## config.mk

```make
export PLATFORM = sky130hd
export DESIGN_NAME = win_scanner
export DESIGN_NICKNAME = d
export VERILOG_FILES = /design/src/rtl/connect4_pkg.sv /design/src/rtl/win_line_check.sv /design/src/rtl/win_scanner.sv
export SDC_FILE = /design/constraint.sdc
export NUM_CORES = 1
export LEC_CHECK = 0
export ABC_AREA = 1
export ABC_CLOCK_PERIOD_IN_PS = 7100
export BUFFER_PORTS_ARGS = -buffer_cell sky130_fd_sc_hd__buf_4
export CAP_MARGIN = 10
export CELL_PAD_IN_SITES_DETAIL_PLACEMENT = 2
export CELL_PAD_IN_SITES_GLOBAL_PLACEMENT = 2
export CORE_UTILIZATION = 34
export CTS_CLUSTER_DIAMETER = 30
export DETAILED_ROUTE_END_ITERATION = 6
export MAX_ROUTING_LAYER = met4
export PLACE_DENSITY = 0.89
export SLEW_MARGIN = 0
export SYNTH_ARGS = -nofsm -noshare
export SYNTH_HDL_FRONTEND = slang
export SYNTH_SLANG_ARGS = --single-unit
```

## constraint.sdc

```tcl
create_clock -name CLOCK_50 -period 7.1 [get_ports CLOCK_50]
set_clock_uncertainty 0.2 [all_clocks]
set_input_delay 1.065 -clock CLOCK_50 [delete_from_list [all_inputs] [get_ports CLOCK_50]]
set_output_delay 1.065 -clock CLOCK_50 [all_outputs]
set_load 0.005 [all_outputs]
```

## src/rtl/connect4_pkg.sv

```systemverilog
// Shared definitions for the connect-four win scanner: board geometry,
// cell/direction/result encodings and the scanner FSM state type.
package connect4_pkg;

    localparam int ROWS    = 7;
    localparam int COLS    = 7;
    localparam int WIN_LEN = 4;
    localparam int NCELLS  = ROWS * COLS;
    localparam int BOARD_W = 2 * NCELLS;
    localparam int IDX_W   = 6;

    localparam logic [1:0] CELL_EMPTY = 2'b00;
    localparam logic [1:0] CELL_P1    = 2'b01;
    localparam logic [1:0] CELL_P2    = 2'b10;
    localparam logic [1:0] CELL_BAD   = 2'b11;

    localparam logic [1:0] DIR_H = 2'b00;
    localparam logic [1:0] DIR_V = 2'b01;
    localparam logic [1:0] DIR_D = 2'b10;
    localparam logic [1:0] DIR_A = 2'b11;

    localparam logic [1:0] RES_NONE = 2'b00;
    localparam logic [1:0] RES_P1   = 2'b01;
    localparam logic [1:0] RES_P2   = 2'b10;
    localparam logic [1:0] RES_DRAW = 2'b11;

    typedef enum logic [1:0] {
        ST_IDLE = 2'b00,
        ST_SCAN = 2'b01,
        ST_DONE = 2'b10
    } state_t;

    // The illegal code 11 behaves exactly like an empty cell everywhere.
    function automatic logic [1:0] cell_clean(input logic [1:0] c);
        logic [1:0] v;
        if (c == CELL_BAD) begin
            v = CELL_EMPTY;
        end else begin
            v = c;
        end
        return v;
    endfunction

endpackage

```

## src/rtl/win_line_check.sv

```systemverilog
// Combinational check of one WIN_LEN line starting at (row, col) in one
// direction. A line that would leave the board never matches (no wrap).
module win_line_check
    import connect4_pkg::*;
(
    input  logic [BOARD_W-1:0] snap,
    input  logic [2:0]         row,
    input  logic [2:0]         col,
    input  logic [1:0]         dir,
    output logic               in_range,
    output logic               match
);

    logic [1:0]       cells_s [NCELLS];
    int               dr_s;
    int               dc_s;
    int               end_row_s;
    int               end_col_s;
    int               r_s;
    int               c_s;
    logic [IDX_W-1:0] idx_s;
    logic [1:0]       anchor_cell_s;
    logic             in_range_s;
    logic             match_s;

    // Unpack the board so that cell 0 (top-left) comes from the MSBs.
    for (genvar j = 0; j < NCELLS; j++) begin : g_cell
        assign cells_s[j] = cell_clean(snap[2*(NCELLS-1-j) +: 2]);
    end

    // Step vector, bounds test and cell-by-cell comparison along the line.
    always_comb begin
        dr_s          = 0;
        dc_s          = 0;
        r_s           = 0;
        c_s           = 0;
        idx_s         = '0;
        anchor_cell_s = CELL_EMPTY;
        case (dir)
            DIR_H:   begin dr_s = 0; dc_s = 1;  end
            DIR_V:   begin dr_s = 1; dc_s = 0;  end
            DIR_D:   begin dr_s = 1; dc_s = 1;  end
            DIR_A:   begin dr_s = 1; dc_s = -1; end
            default: begin dr_s = 0; dc_s = 1;  end
        endcase
        end_row_s  = int'(row) + dr_s * (WIN_LEN - 1);
        end_col_s  = int'(col) + dc_s * (WIN_LEN - 1);
        in_range_s = (int'(row) < ROWS) && (int'(col) < COLS) &&
                     (end_row_s < ROWS) && (end_col_s >= 0) && (end_col_s < COLS);
        if (in_range_s) begin
            idx_s         = IDX_W'(int'(row) * COLS + int'(col));
            anchor_cell_s = cells_s[idx_s];
        end else begin
            anchor_cell_s = CELL_EMPTY;
        end
        match_s = in_range_s && (anchor_cell_s != CELL_EMPTY);
        for (int i = 1; i < WIN_LEN; i++) begin
            r_s = int'(row) + dr_s * i;
            c_s = int'(col) + dc_s * i;
            if (in_range_s) begin
                idx_s = IDX_W'(r_s * COLS + c_s);
                if (cells_s[idx_s] != anchor_cell_s) begin
                    match_s = 1'b0;
                end else begin
                    match_s = match_s;
                end
            end else begin
                match_s = 1'b0;
            end
        end
    end

    assign in_range = in_range_s;
    assign match    = match_s;

endmodule

```

## src/rtl/win_scanner.sv

```systemverilog
// Sequential connect-four win scanner: snapshots the board on start and
// evaluates one anchor cell per clock in all four directions, lowest anchor
// first. Optional macro CONNECT4_WIN_MASK_EN adds the win_mask output.
module win_scanner
    import connect4_pkg::*;
(
    input  logic               CLOCK_50,
    input  logic               resetn,
    input  logic               start,
    input  logic [BOARD_W-1:0] board,
    output logic               busy,
    output logic               done,
    output logic [1:0]         winner,
    output logic [5:0]         win_anchor,
    output logic [1:0]         win_dir
`ifdef CONNECT4_WIN_MASK_EN
    ,
    output logic [NCELLS-1:0]  win_mask
`endif
);

    localparam logic [IDX_W-1:0] LAST_IDX = IDX_W'(NCELLS - 1);
    localparam logic [2:0]       LAST_COL = 3'(COLS - 1);

    state_t             state_r;
    logic [BOARD_W-1:0] snap_r;
    logic [IDX_W-1:0]   anchor_r;
    logic [2:0]         row_r;
    logic [2:0]         col_r;
    logic               busy_r;
    logic               done_r;
    logic [1:0]         winner_r;
    logic [IDX_W-1:0]   win_anchor_r;
    logic [1:0]         win_dir_r;
    logic [NCELLS-1:0]  mask_r;

    logic [3:0]         in_range_s;
    logic [3:0]         match_s;
    logic               hit_s;
    logic [1:0]         hit_dir_s;
    logic [1:0]         cells_s [NCELLS];
    logic [1:0]         anchor_cell_s;
    logic               full_s;
    logic [NCELLS-1:0]  mask_s;
    int                 step_s;

    for (genvar j = 0; j < NCELLS; j++) begin : g_cell
        assign cells_s[j] = cell_clean(snap_r[2*(NCELLS-1-j) +: 2]);
    end

    win_line_check u_chk_h (.snap(snap_r), .row(row_r), .col(col_r), .dir(DIR_H),
                            .in_range(in_range_s[0]), .match(match_s[0]));
    win_line_check u_chk_v (.snap(snap_r), .row(row_r), .col(col_r), .dir(DIR_V),
                            .in_range(in_range_s[1]), .match(match_s[1]));
    win_line_check u_chk_d (.snap(snap_r), .row(row_r), .col(col_r), .dir(DIR_D),
                            .in_range(in_range_s[2]), .match(match_s[2]));
    win_line_check u_chk_a (.snap(snap_r), .row(row_r), .col(col_r), .dir(DIR_A),
                            .in_range(in_range_s[3]), .match(match_s[3]));

    // Direction priority within one anchor: H > V > D > A.
    always_comb begin
        hit_s     = 1'b0;
        hit_dir_s = DIR_H;
        if (in_range_s[0] && match_s[0]) begin
            hit_s = 1'b1; hit_dir_s = DIR_H;
        end else if (in_range_s[1] && match_s[1]) begin
            hit_s = 1'b1; hit_dir_s = DIR_V;
        end else if (in_range_s[2] && match_s[2]) begin
            hit_s = 1'b1; hit_dir_s = DIR_D;
        end else if (in_range_s[3] && match_s[3]) begin
            hit_s = 1'b1; hit_dir_s = DIR_A;
        end else begin
            hit_s = 1'b0; hit_dir_s = DIR_H;
        end
    end

    // Anchor cell value (becomes the winner code) and board-full test for draws.
    always_comb begin
        anchor_cell_s = cells_s[anchor_r];
        full_s        = 1'b1;
        for (int j = 0; j < NCELLS; j++) begin
            if (cells_s[j] == CELL_EMPTY) begin
                full_s = 1'b0;
            end else begin
                full_s = full_s;
            end
        end
    end

    // Cells covered by the line found at the current anchor.
    always_comb begin
        mask_s = '0;
        case (hit_dir_s)
            DIR_H:   step_s = 1;
            DIR_V:   step_s = COLS;
            DIR_D:   step_s = COLS + 1;
            DIR_A:   step_s = COLS - 1;
            default: step_s = 1;
        endcase
        for (int i = 0; i < WIN_LEN; i++) begin
            for (int j = 0; j < NCELLS; j++) begin
                if (int'(anchor_r) + i * step_s == j) begin
                    mask_s[j] = 1'b1;
                end else begin
                    mask_s[j] = mask_s[j];
                end
            end
        end
    end

    // Scanner FSM with all outputs registered.
    always_ff @(posedge CLOCK_50 or negedge resetn) begin
        if (!resetn) begin
            state_r      <= ST_IDLE;
            snap_r       <= '0;
            anchor_r     <= '0;
            row_r        <= 3'd0;
            col_r        <= 3'd0;
            busy_r       <= 1'b0;
            done_r       <= 1'b0;
            winner_r     <= RES_NONE;
            win_anchor_r <= '0;
            win_dir_r    <= DIR_H;
            mask_r       <= '0;
        end else begin
            case (state_r)
                ST_IDLE: begin
                    done_r <= 1'b0;
                    if (start) begin
                        snap_r       <= board;
                        anchor_r     <= '0;
                        row_r        <= 3'd0;
                        col_r        <= 3'd0;
                        busy_r       <= 1'b1;
                        winner_r     <= RES_NONE;
                        win_anchor_r <= '0;
                        win_dir_r    <= DIR_H;
                        mask_r       <= '0;
                        state_r      <= ST_SCAN;
                    end
                end
                ST_SCAN: begin
                    if (hit_s) begin
                        winner_r     <= anchor_cell_s;
                        win_anchor_r <= anchor_r;
                        win_dir_r    <= hit_dir_s;
                        mask_r       <= mask_s;
                        done_r       <= 1'b1;
                        state_r      <= ST_DONE;
                    end else if (anchor_r == LAST_IDX) begin
                        winner_r     <= full_s ? RES_DRAW : RES_NONE;
                        win_anchor_r <= '0;
                        win_dir_r    <= DIR_H;
                        mask_r       <= '0;
                        done_r       <= 1'b1;
                        state_r      <= ST_DONE;
                    end else begin
                        anchor_r <= anchor_r + 6'd1;
                        if (col_r == LAST_COL) begin
                            col_r <= 3'd0;
                            row_r <= row_r + 3'd1;
                        end else begin
                            col_r <= col_r + 3'd1;
                        end
                    end
                end
                ST_DONE: begin
                    done_r  <= 1'b0;
                    busy_r  <= 1'b0;
                    state_r <= ST_IDLE;
                end
                default: begin
                    done_r  <= 1'b0;
                    busy_r  <= 1'b0;
                    state_r <= ST_IDLE;
                end
            endcase
        end
    end

    assign busy       = busy_r;
    assign done       = done_r;
    assign winner     = winner_r;
    assign win_anchor = win_anchor_r;
    assign win_dir    = win_dir_r;
`ifdef CONNECT4_WIN_MASK_EN
    assign win_mask   = mask_r;
`else
    logic unused_mask_s;
    assign unused_mask_s = ^mask_r;
`endif

endmodule

```

==> results of run 1 <==
==> layer usage <==
layer / wire (um) / vias to the layer above
met5: 0 / -
met4: 9330 / 0
met3: 9150 / 572
met2: 55900 / 1446
met1: 46700 / 13071
li1: - / 10952
==> power by group <==
part,switching [mW],total (mW),leakage [nW],internal [mW]
registers,0,0.706,1.18,0.706
logic,0.0276,0.0625,9.41,0.0349
clock network,0.439,0.965,0.281,0.526
total,0.467,1.73,10.9,1.27
==> cell usage in the layout, fill, tap and decap left out, drive strengths merged, types with 7 or more instances in the layout <==
master  instances
o21ai          78
nor4           12
xnor2          18
nor2          181
dfrtp         124
a22oi           8
inv           254
nand4          17
nand3         851
ha            176
diode          11
a21oi         167
a32o            8
xor2           19
nand3b         12
clkinv         16
nand2        1138
clkbuf         18
buf           166
o221ai          7
fa             21
nor3           13
==> layout make-up <==
class | count | area [um2] | area share, %
clock buffer | 18 | 429 | 2.03
timing repair buffer | 166 | 1260 | 5.96
multi-input combinational | 2746 | 14200 | 67.3
sequential | 124 | 3100 | 14.7
inverter | 261 | 982 | 4.65
clock inverter | 14 | 163 | 0.770
antenna | 11 | 27.5 | 0.130
tap | 748 | 936 | 4.43
==> worst max path at each step <==
stage                                    endpoint  slack (ps)  cells after the start
after global routing      anchor_r[2]$_DFFE_PN0P_         100                     29
final                            done$_DFFE_PN0P_         440                     26
after CTS                        done$_DFFE_PN0P_         360                     26
after floorplan           anchor_r[0]$_DFFE_PN0P_        1650                     29
after detailed placement         done$_DFFE_PN0P_         460                     26
after global placement           done$_DFFE_PN0P_         940                     26
==> stage by stage <==
| stage | std cells | utilization, % |
|---|---|---|
| detailed placement | 4045 | 37.2 |
| CTS | 4077 | 38.3 |
| global placement | 4045 | 37.2 |
| global route | 4085 | 38.3 |
| floorplan | 3283 | - |
| finish | 4088 | 38.3 |
==> registers in the layout (all words and copies together), names as in the netlist <==
name / flops
winner: 2
win_anchor: 6
col_r: 3
done: 1
state_r: 2
snap_r: 98
row_r: 3
anchor_r: 6
busy: 1
win_dir: 2
==> critical path, delay by kind of cell (launching register included) <==
kind	cells	cell delay [ps]
adders and majority gates	4	1510
buffers and inverters	5	1160
xor gates and xnor gates	1	560
and+or+nand+nor	14	2210
AOI/OAI and AO/OA	2	290
DFF	1	570
==> cells by family (layout without fill, tap and decap cells) <==
logic type | after synthesis | in the layout | share of synthesized area, %
adder cells (fa/ha/maj) | 197 | 197 | 13.8
other | 0 | 11 | 0
flip-flops | 124 | 124 | 16.4
AND/OR/NAND/NOR | 2229 | 2229 | 50.7
XOR/XNOR | 37 | 37 | 1.93
AO/OA/AOI/OAI | 283 | 283 | 8.20
buffers and inverters | 413 | 459 | 8.94
==> flow_metrics.env, run 1 <==
export IMPL_synth_top_area_cell="nand3_1"
export IMPL_critPathMaxFanout=13
export IMPL_status="complete, no violations"
export IMPL_cp_common_cell="nand2_1"
export IMPL_grtUsageTotal_pct=43.4
export IMPL_final_setup_tns_ps=0
export IMPL_post_route_min_period_ps=6660
export IMPL_clock_path_buffers=2
export IMPL_synth_seq_cells=124
export IMPL_p_per_area_nw_per_um2=82.1
export IMPL_cts_setup_buffers=0
export IMPL_critPathSlowestCell="fa_1"
export IMPL_reg2reg_slack_ps=440
export IMPL_peakVddDrop_mv=0.152
export IMPL_synth_area_leaders="nand3_1 22%, nand2_1 22%, dfrtp_1 16%"
export IMPL_cp_start_kind="register"
export IMPL_drt_iter0_drc=2598
export IMPL_maxSlewHeadroom_pct=26.9
export IMPL_required_ps=7230
export IMPL_cts_root_buf="clkbuf_16"
export IMPL_die_height_um=238
export IMPL_die_x_um=238
export IMPL_min_path_type="reg2reg"
export IMPL_dr_total_vias=26041
export IMPL_setup_viol=0
export IMPL_antenna_found_initial=8
export IMPL_seq_area_frac_synth_pct=16.4
export IMPL_synthFlopType="dfrtp_1"
export IMPL_gp_routability_congestion=1.11
export IMPL_design_core_area_um2=55100
export IMPL_synth_async_sr_flop_share_pct=100
export IMPL_drt_vias_per_instance=6.37
export IMPL_rows=86
export IMPL_layout_setup_ws_ps=442
export IMPL_worstSetupPathType="reg2reg"
export IMPL_syn_area_per_cell_um2=5.78
export IMPL_min_path_cells=2
export IMPL_dr_pass1_iters=6
export IMPL_die_area_um2=56700
export IMPL_cts_buffers=17
export IMPL_synth_nets=3581
export IMPL_postCtsHoldBufs=0
export IMPL_r2r_start="row_r[1]$_DFFE_PN0P_"
export IMPL_dp_hpwl_um=91400
export IMPL_place_ws_ps=460
export IMPL_min_period_over_period_pct=93.8
export IMPL_cts_htree_levels=4
export IMPL_maxCapViolCount=0
export IMPL_grt_first_pass_wirelength_um=180000
export IMPL_critPathLaunch="row_r[1]$_DFFE_PN0P_"
export IMPL_synthTopCellsByCount="1131 x nand2_1, 850 x nand3_1, 240 x inv_1"
export IMPL_yosysWarnings=0
export IMPL_wl_per_cell_um=29.6
export IMPL_rr_endpoint="done$_DFFE_PN0P_"
export IMPL_worst_pin_slew_ps=1090
export IMPL_n_fill_cell=7014
export IMPL_max_stage_delay_ps=610
export IMPL_power_total_mw=1.73
export IMPL_grt_pass1_vias=28103
export IMPL_met1_usage_pct=48.7
export IMPL_rr_worst_depth=26
export IMPL_ant_nets=0
export IMPL_holdWs_ps=325
export IMPL_synth_most_common_cell="nand2_1"
export IMPL_grt_max_degree=206
export IMPL_fmax_mhz=150
export IMPL_port_buffers=112
export IMPL_initial_core_util_pct=34.4
export IMPL_routed_wl_um=121000
export IMPL_met2_usage_pct=68.7
export IMPL_cp_arrival_ps=6790
export IMPL_num_nets_final=3614
export IMPL_pin_count=113
export IMPL_rsz0062_at_grt="no"
export IMPL_timing_hold_violations_final=0
export IMPL_ys_types=46
export IMPL_hold_start="win_anchor[3]$_DFFE_PN0P_"
export IMPL_drive_gt1_share_pct=7.03
export IMPL_drv_slew=0
export IMPL_syn_to_final_growth_pct=11.4
export IMPL_grtUsageMet3_pct=9.28
export IMPL_synth_edf_count=0
export IMPL_design_area_um2=21100
export IMPL_cts_clk_slew_worst_paths_ps=80
export IMPL_synth_top_area_share_pct=22.4
export IMPL_syn_cell_area_um2=19000
export IMPL_cts_sinks=124
export IMPL_synthCells=3283
export IMPL_post_route_drc_count=0
export IMPL_dpl_cell_area_um2=20500
export IMPL_grt_ovfl_total=0
export IMPL_worst_setup_path_end_kind="register"
export IMPL_p_leak_nw=10.9
export IMPL_hold_path_endpoint="win_anchor[3]$_DFFE_PN0P_"
export IMPL_cts_tree="done"
export IMPL_cts_resized=0
export IMPL_clk_latency_ps=480
export IMPL_grt_busiest_layer="met2"
Note: power is estimated with default switching activity, not from simulation.
==> run 2, diff against run 1 <==
--- a/config.mk
+++ b/config.mk
@@ -5,17 +5,16 @@
 export SDC_FILE = /design/constraint.sdc
 export NUM_CORES = 1
 export LEC_CHECK = 0
-export ABC_AREA = 1
 export ABC_CLOCK_PERIOD_IN_PS = 7100
 export BUFFER_PORTS_ARGS = -buffer_cell sky130_fd_sc_hd__buf_4
 export CAP_MARGIN = 10
 export CELL_PAD_IN_SITES_DETAIL_PLACEMENT = 2
 export CELL_PAD_IN_SITES_GLOBAL_PLACEMENT = 2
-export CORE_UTILIZATION = 34
+export CORE_UTILIZATION = 42
 export CTS_CLUSTER_DIAMETER = 30
 export DETAILED_ROUTE_END_ITERATION = 6
 export MAX_ROUTING_LAYER = met4
-export PLACE_DENSITY = 0.89
+export PLACE_DENSITY = 0.88
 export SLEW_MARGIN = 0
 export SYNTH_ARGS = -nofsm -noshare
 export SYNTH_HDL_FRONTEND = slang
==> run 2 against run 1 <==
Against the previous run:
- the flow now stops in global routing (5_1_grt)
- synthesized cell count shrank 49%
- area after synthesis shrank 8.7%
==> flow_metrics.env, run 2 <==
export IMPL_grt_ovfl_total=14
export IMPL_cts_root_buf="clkbuf_16"
export IMPL_synth_top_area_cell="mux4_2"
export IMPL_cts_sinks=124
export IMPL_cts_htree_levels=4
export IMPL_synth_most_common_cell="mux4_2"
export IMPL_grtUsageTotal_pct=69.7
export IMPL_synthFlopType="dfrtp_1"
export IMPL_postCtsHoldBufs=0
export IMPL_rows=73
export IMPL_synth_top_area_share_pct=25.2
export IMPL_worst_endpoint="row_r[0]$_DFFE_PN0P_/D"
export IMPL_antenna_found_initial=16
export IMPL_synth_nets=1956
export IMPL_status="stopped before the end"
export IMPL_die_height_um=205
export IMPL_initial_core_util_pct=43.1
export IMPL_synth_async_sr_flop_share_pct=100
export IMPL_clock_path_buffers=2
export IMPL_synthCells=1658
export IMPL_syn_area_per_cell_um2=10.4
export IMPL_syn_cell_area_um2=17300
export IMPL_pin_count=113
export IMPL_die_x_um=205
export IMPL_yosysWarnings=0
export IMPL_gp_routability_congestion=1.03
export IMPL_synth_area_leaders="mux4_2 25%, dfrtp_1 18%, ha_1 13%"
export IMPL_cts_buffers=17
export IMPL_ys_types=90
export IMPL_worst_ep_kind="register data pin"
export IMPL_seq_area_frac_synth_pct=17.9
export IMPL_dp_hpwl_um=63300
export IMPL_port_buffers=112
export IMPL_synth_edf_count=0
export IMPL_grt_max_degree=203
export IMPL_dpl_cell_area_um2=19400
export IMPL_firstError="[ERROR GRT-0232] Routing congestion too high. Check the congestion heatmap in the GUI."
export IMPL_haltStage="global routing (5_1_grt)"
export IMPL_synthTopCellsByCount="194 x mux4_2, 176 x ha_1, 156 x inv_1"
export IMPL_synth_seq_cells=124
[run 2: kinds of logic after synthesis]
| family | count (synthesis) | synth area share [%] |
|---|---|---|
| adders and majority gates | 197 | 15.2 |
| and+or+nand+nor | 365 | 10.5 |
| muxes | 370 | 35.8 |
| DFF | 124 | 17.9 |
| AOI/OAI and AO/OA | 300 | 11.3 |
| xor gates and xnor gates | 61 | 3.59 |
| buffers and inverters | 241 | 5.81 |
[run 2: what timing repair did]
item,CTS
endpoints found under the hold margin,0
buffers inserted,2
endpoints found under the setup margin,22
gates resized for setup,4
[run 2: layer usage]
layer | GRT usage [%] | overflow
met1 | 68.0 | 0
met2 | 85.3 | 11
met3 | 55.0 | 0
met4 | 64.4 | 3
met5 | - | -
[run 2: metrics by stage]
step / TNS (ps) / hold WS [ps] / util [%] / std cells / setup WS, ps
after CTS: 0 / 343 / 49.8 / 2364 / 110
after detailed placement: -69.8 / 295 / 48.2 / 2330 / -31.9
after global placement: 0 / 273 / 48.2 / 2330 / 423
after floorplan: 0 / 265 / - / 1658 / 539
==> run 3, diff against run 2 <==
--- a/config.mk
+++ b/config.mk
@@ -8,13 +8,9 @@
 export ABC_CLOCK_PERIOD_IN_PS = 7100
 export BUFFER_PORTS_ARGS = -buffer_cell sky130_fd_sc_hd__buf_4
 export CAP_MARGIN = 10
-export CELL_PAD_IN_SITES_DETAIL_PLACEMENT = 2
-export CELL_PAD_IN_SITES_GLOBAL_PLACEMENT = 2
-export CORE_UTILIZATION = 42
-export CTS_CLUSTER_DIAMETER = 30
+export CORE_UTILIZATION = 40
 export DETAILED_ROUTE_END_ITERATION = 6
-export MAX_ROUTING_LAYER = met4
-export PLACE_DENSITY = 0.88
+export PLACE_DENSITY_LB_ADDON = 0.15
 export SLEW_MARGIN = 0
 export SYNTH_ARGS = -nofsm -noshare
 export SYNTH_HDL_FRONTEND = slang
==> run 3 against run 2 <==
Against the previous run:
- the run now ends clean
- area after synthesis unchanged
- synthesized cell count unchanged
==> flow_metrics.env, run 3 <==
export IMPL_status="complete, no violations"
export IMPL_yosysWarnings=0
export IMPL_dpl_cell_area_um2=19400
export IMPL_drv_slew=0
export IMPL_cts_buffers=17
export IMPL_met1_usage_pct=37.7
export IMPL_cp_start_kind="register"
export IMPL_maxCapViolCount=0
export IMPL_cts_tree="done"
export IMPL_synth_seq_cells=124
export IMPL_layout_common_cells="219 x buf_4, 194 x mux4_2, 175 x ha_1"
export IMPL_post_route_drc_count=0
export IMPL_min_period_over_period_pct=94.0
export IMPL_gp_routability_congestion=0.965
export IMPL_die_area_um2=44100
export IMPL_antenna_found_initial=0
export IMPL_multiInputGateArea_um2=13300
export IMPL_worstSetupPathType="reg2reg"
export IMPL_drt_vias_per_instance=6.14
export IMPL_pin_count=113
export IMPL_grtUsageMet3_pct=5.66
export IMPL_rr_worst_depth=20
export IMPL_grt_pass1_vias=14695
export IMPL_dp_hpwl_um=50000
export IMPL_grtUsageTotal_pct=28.2
export IMPL_grt_ovfl_total=0
export IMPL_syn_to_final_growth_pct=15.4
export IMPL_regArea_um2=3100
export IMPL_seq_area_frac_synth_pct=17.9
export IMPL_die_x_um=210
export IMPL_met2_usage_pct=45.1
export IMPL_dp_cells=2370
export IMPL_drt_iter0_drc=1421
export IMPL_ant_nets=0
export IMPL_min_path_type="reg2reg"
export IMPL_synth_edf_count=0
export IMPL_routed_wl_um=61300
export IMPL_postCtsHoldBufs=0
export IMPL_wl_per_cell_um=25.5
export IMPL_cts_root_buf="clkbuf_16"
export IMPL_synthFlopType="dfrtp_1"
export IMPL_synth_area_leaders="mux4_2 25%, dfrtp_1 18%, ha_1 13%"
export IMPL_post_route_min_period_ps=6680
export IMPL_syn_cell_area_um2=17300
export IMPL_clock_path_buffers=2
export IMPL_grt_busiest_layer="met2"
export IMPL_synthCells=1658
export IMPL_grt_max_degree=203
export IMPL_synth_top_area_share_pct=25.2
export IMPL_dr_total_vias=14756
export IMPL_fmax_mhz=150
export IMPL_final_setup_tns_ps=0
export IMPL_top_register="snap_r"
export IMPL_die_height_um=210
export IMPL_synthTopCellsByCount="194 x mux4_2, 176 x ha_1, 156 x inv_1"
export IMPL_cts_htree_levels=4
export IMPL_cp_arrival_ps=6780
export IMPL_largest_reg_flops=98
export IMPL_synth_async_sr_flop_share_pct=100
export IMPL_cts_setup_buffers=0
export IMPL_initial_core_util_pct=40.9
export IMPL_cts_clk_slew_worst_paths_ps=60
export IMPL_critPathMaxFanout=12
export IMPL_final_common_cell="buf_4"
export IMPL_worst_setup_path_end_kind="register"
export IMPL_synth_most_common_cell="mux4_2"
export IMPL_worst_pin_slew_ps=1020
export IMPL_required_ps=7200
export IMPL_cts_resized=0
export IMPL_dr_pass1_iters=5
export IMPL_synth_nets=1956
export IMPL_rows=75
export IMPL_design_core_area_um2=42300
export IMPL_min_path_cells=2
export IMPL_rsz0062_at_grt="no"
export IMPL_port_buffers=112
export IMPL_design_area_um2=20000
export IMPL_ys_types=90
export IMPL_drive_gt1_share_pct=28.7
export IMPL_num_nets_final=2110
export IMPL_timing_hold_violations_final=0
export IMPL_n_antenna_cell=0
export IMPL_n_fill_cell=4010
export IMPL_setup_viol=0
export IMPL_holdWs_ps=293
export IMPL_clk_latency_ps=440
export IMPL_final_cells=2402
export IMPL_maxSlewHeadroom_pct=31.1
export IMPL_synth_top_area_cell="mux4_2"
export IMPL_grt_first_pass_wirelength_um=92100
export IMPL_cts_sinks=124
export IMPL_syn_area_per_cell_um2=10.4
==> run 3: cell counts after synthesis <==
Identical to the previous run, type by type.
==> run 3: final timing paths <==
kind | start | endpoint | slack (ps)
setup / recovery | row_r[0]$_DFFE_PN0P_ | row_r[0]$_DFFE_PN0P_ | 420
hold / removal | winner[1]$_DFFE_PN0P_ | winner[1]$_DFFE_PN0P_ | 290
setup reg to reg | row_r[0]$_DFFE_PN0P_ | row_r[0]$_DFFE_PN0P_ | 420
hold reg to reg | winner[1]$_DFFE_PN0P_ | winner[1]$_DFFE_PN0P_ | 290
max in group asynchronous | resetn | anchor_r[0]$_DFFE_PN0P_ | 4800
min in group asynchronous | resetn | snap_r[49]$_DFFE_PN0P_ | 520
==> run 3: layer usage <==
layer  up-vias  share of wire [%]  wire (um)
met2       594                 47      28800
li1       6567                  -          -
met1      7500                 42      25600
met4         0                3.4       2080
met5         -                  0          0
met3        95                7.8       4810
==> run 3: critical path: stages (launching register included) <==
cell,delay [ps]
dfrtp_1,660
inv_1,250
ha_1,270
xnor2_1,290
inv_1,160
fa_1,540
xor2_1,230
ha_1,320
ha_1,350
a21oi_1,190
a211oi_1,140
nor2_1,360
mux4_2,560
mux2_2,280
nand4_1,120
a221oi_2,80
buf_4,170
nor4_2,710
nand2_1,260
o211ai_1,260
o311ai_2,130
==> run 3: stage by stage <==
stage               setup slack (ps)  utilization, %
floorplan                        539               -
global placement                 429            45.7
detailed placement               247            45.7
CTS                              196            47.2
global route                    9.79            47.2
finish                           424            47.2
==> run 3: logic make-up (layout without fill, tap and decap cells) <==
group / after synthesis / in the layout / share of synthesized area [%]
flops: 124 / 124 / 17.9
buf+inv: 241 / 408 / 5.81
fa+ha+maj: 197 / 197 / 15.2
compound gates: 300 / 300 / 11.3
simple gates: 365 / 365 / 10.5
mux: 370 / 370 / 35.8
xor+xnor: 61 / 61 / 3.59
==> run 3: final cells by class <==
cell class	instances	area share (%)
Clock inverter	15	0.884
Timing Repair Buffer	220	8.33
Clock buffer	17	2.13
Sequential cell	124	15.5
Inverter	156	2.93
Tap cell	577	3.62
Multi-Input combinational cell	1293	66.6
Power of run 3 is left out: the tool's default activity adds up to more than one toggle a clock period on the data nets, which glitch-free logic cannot reach.
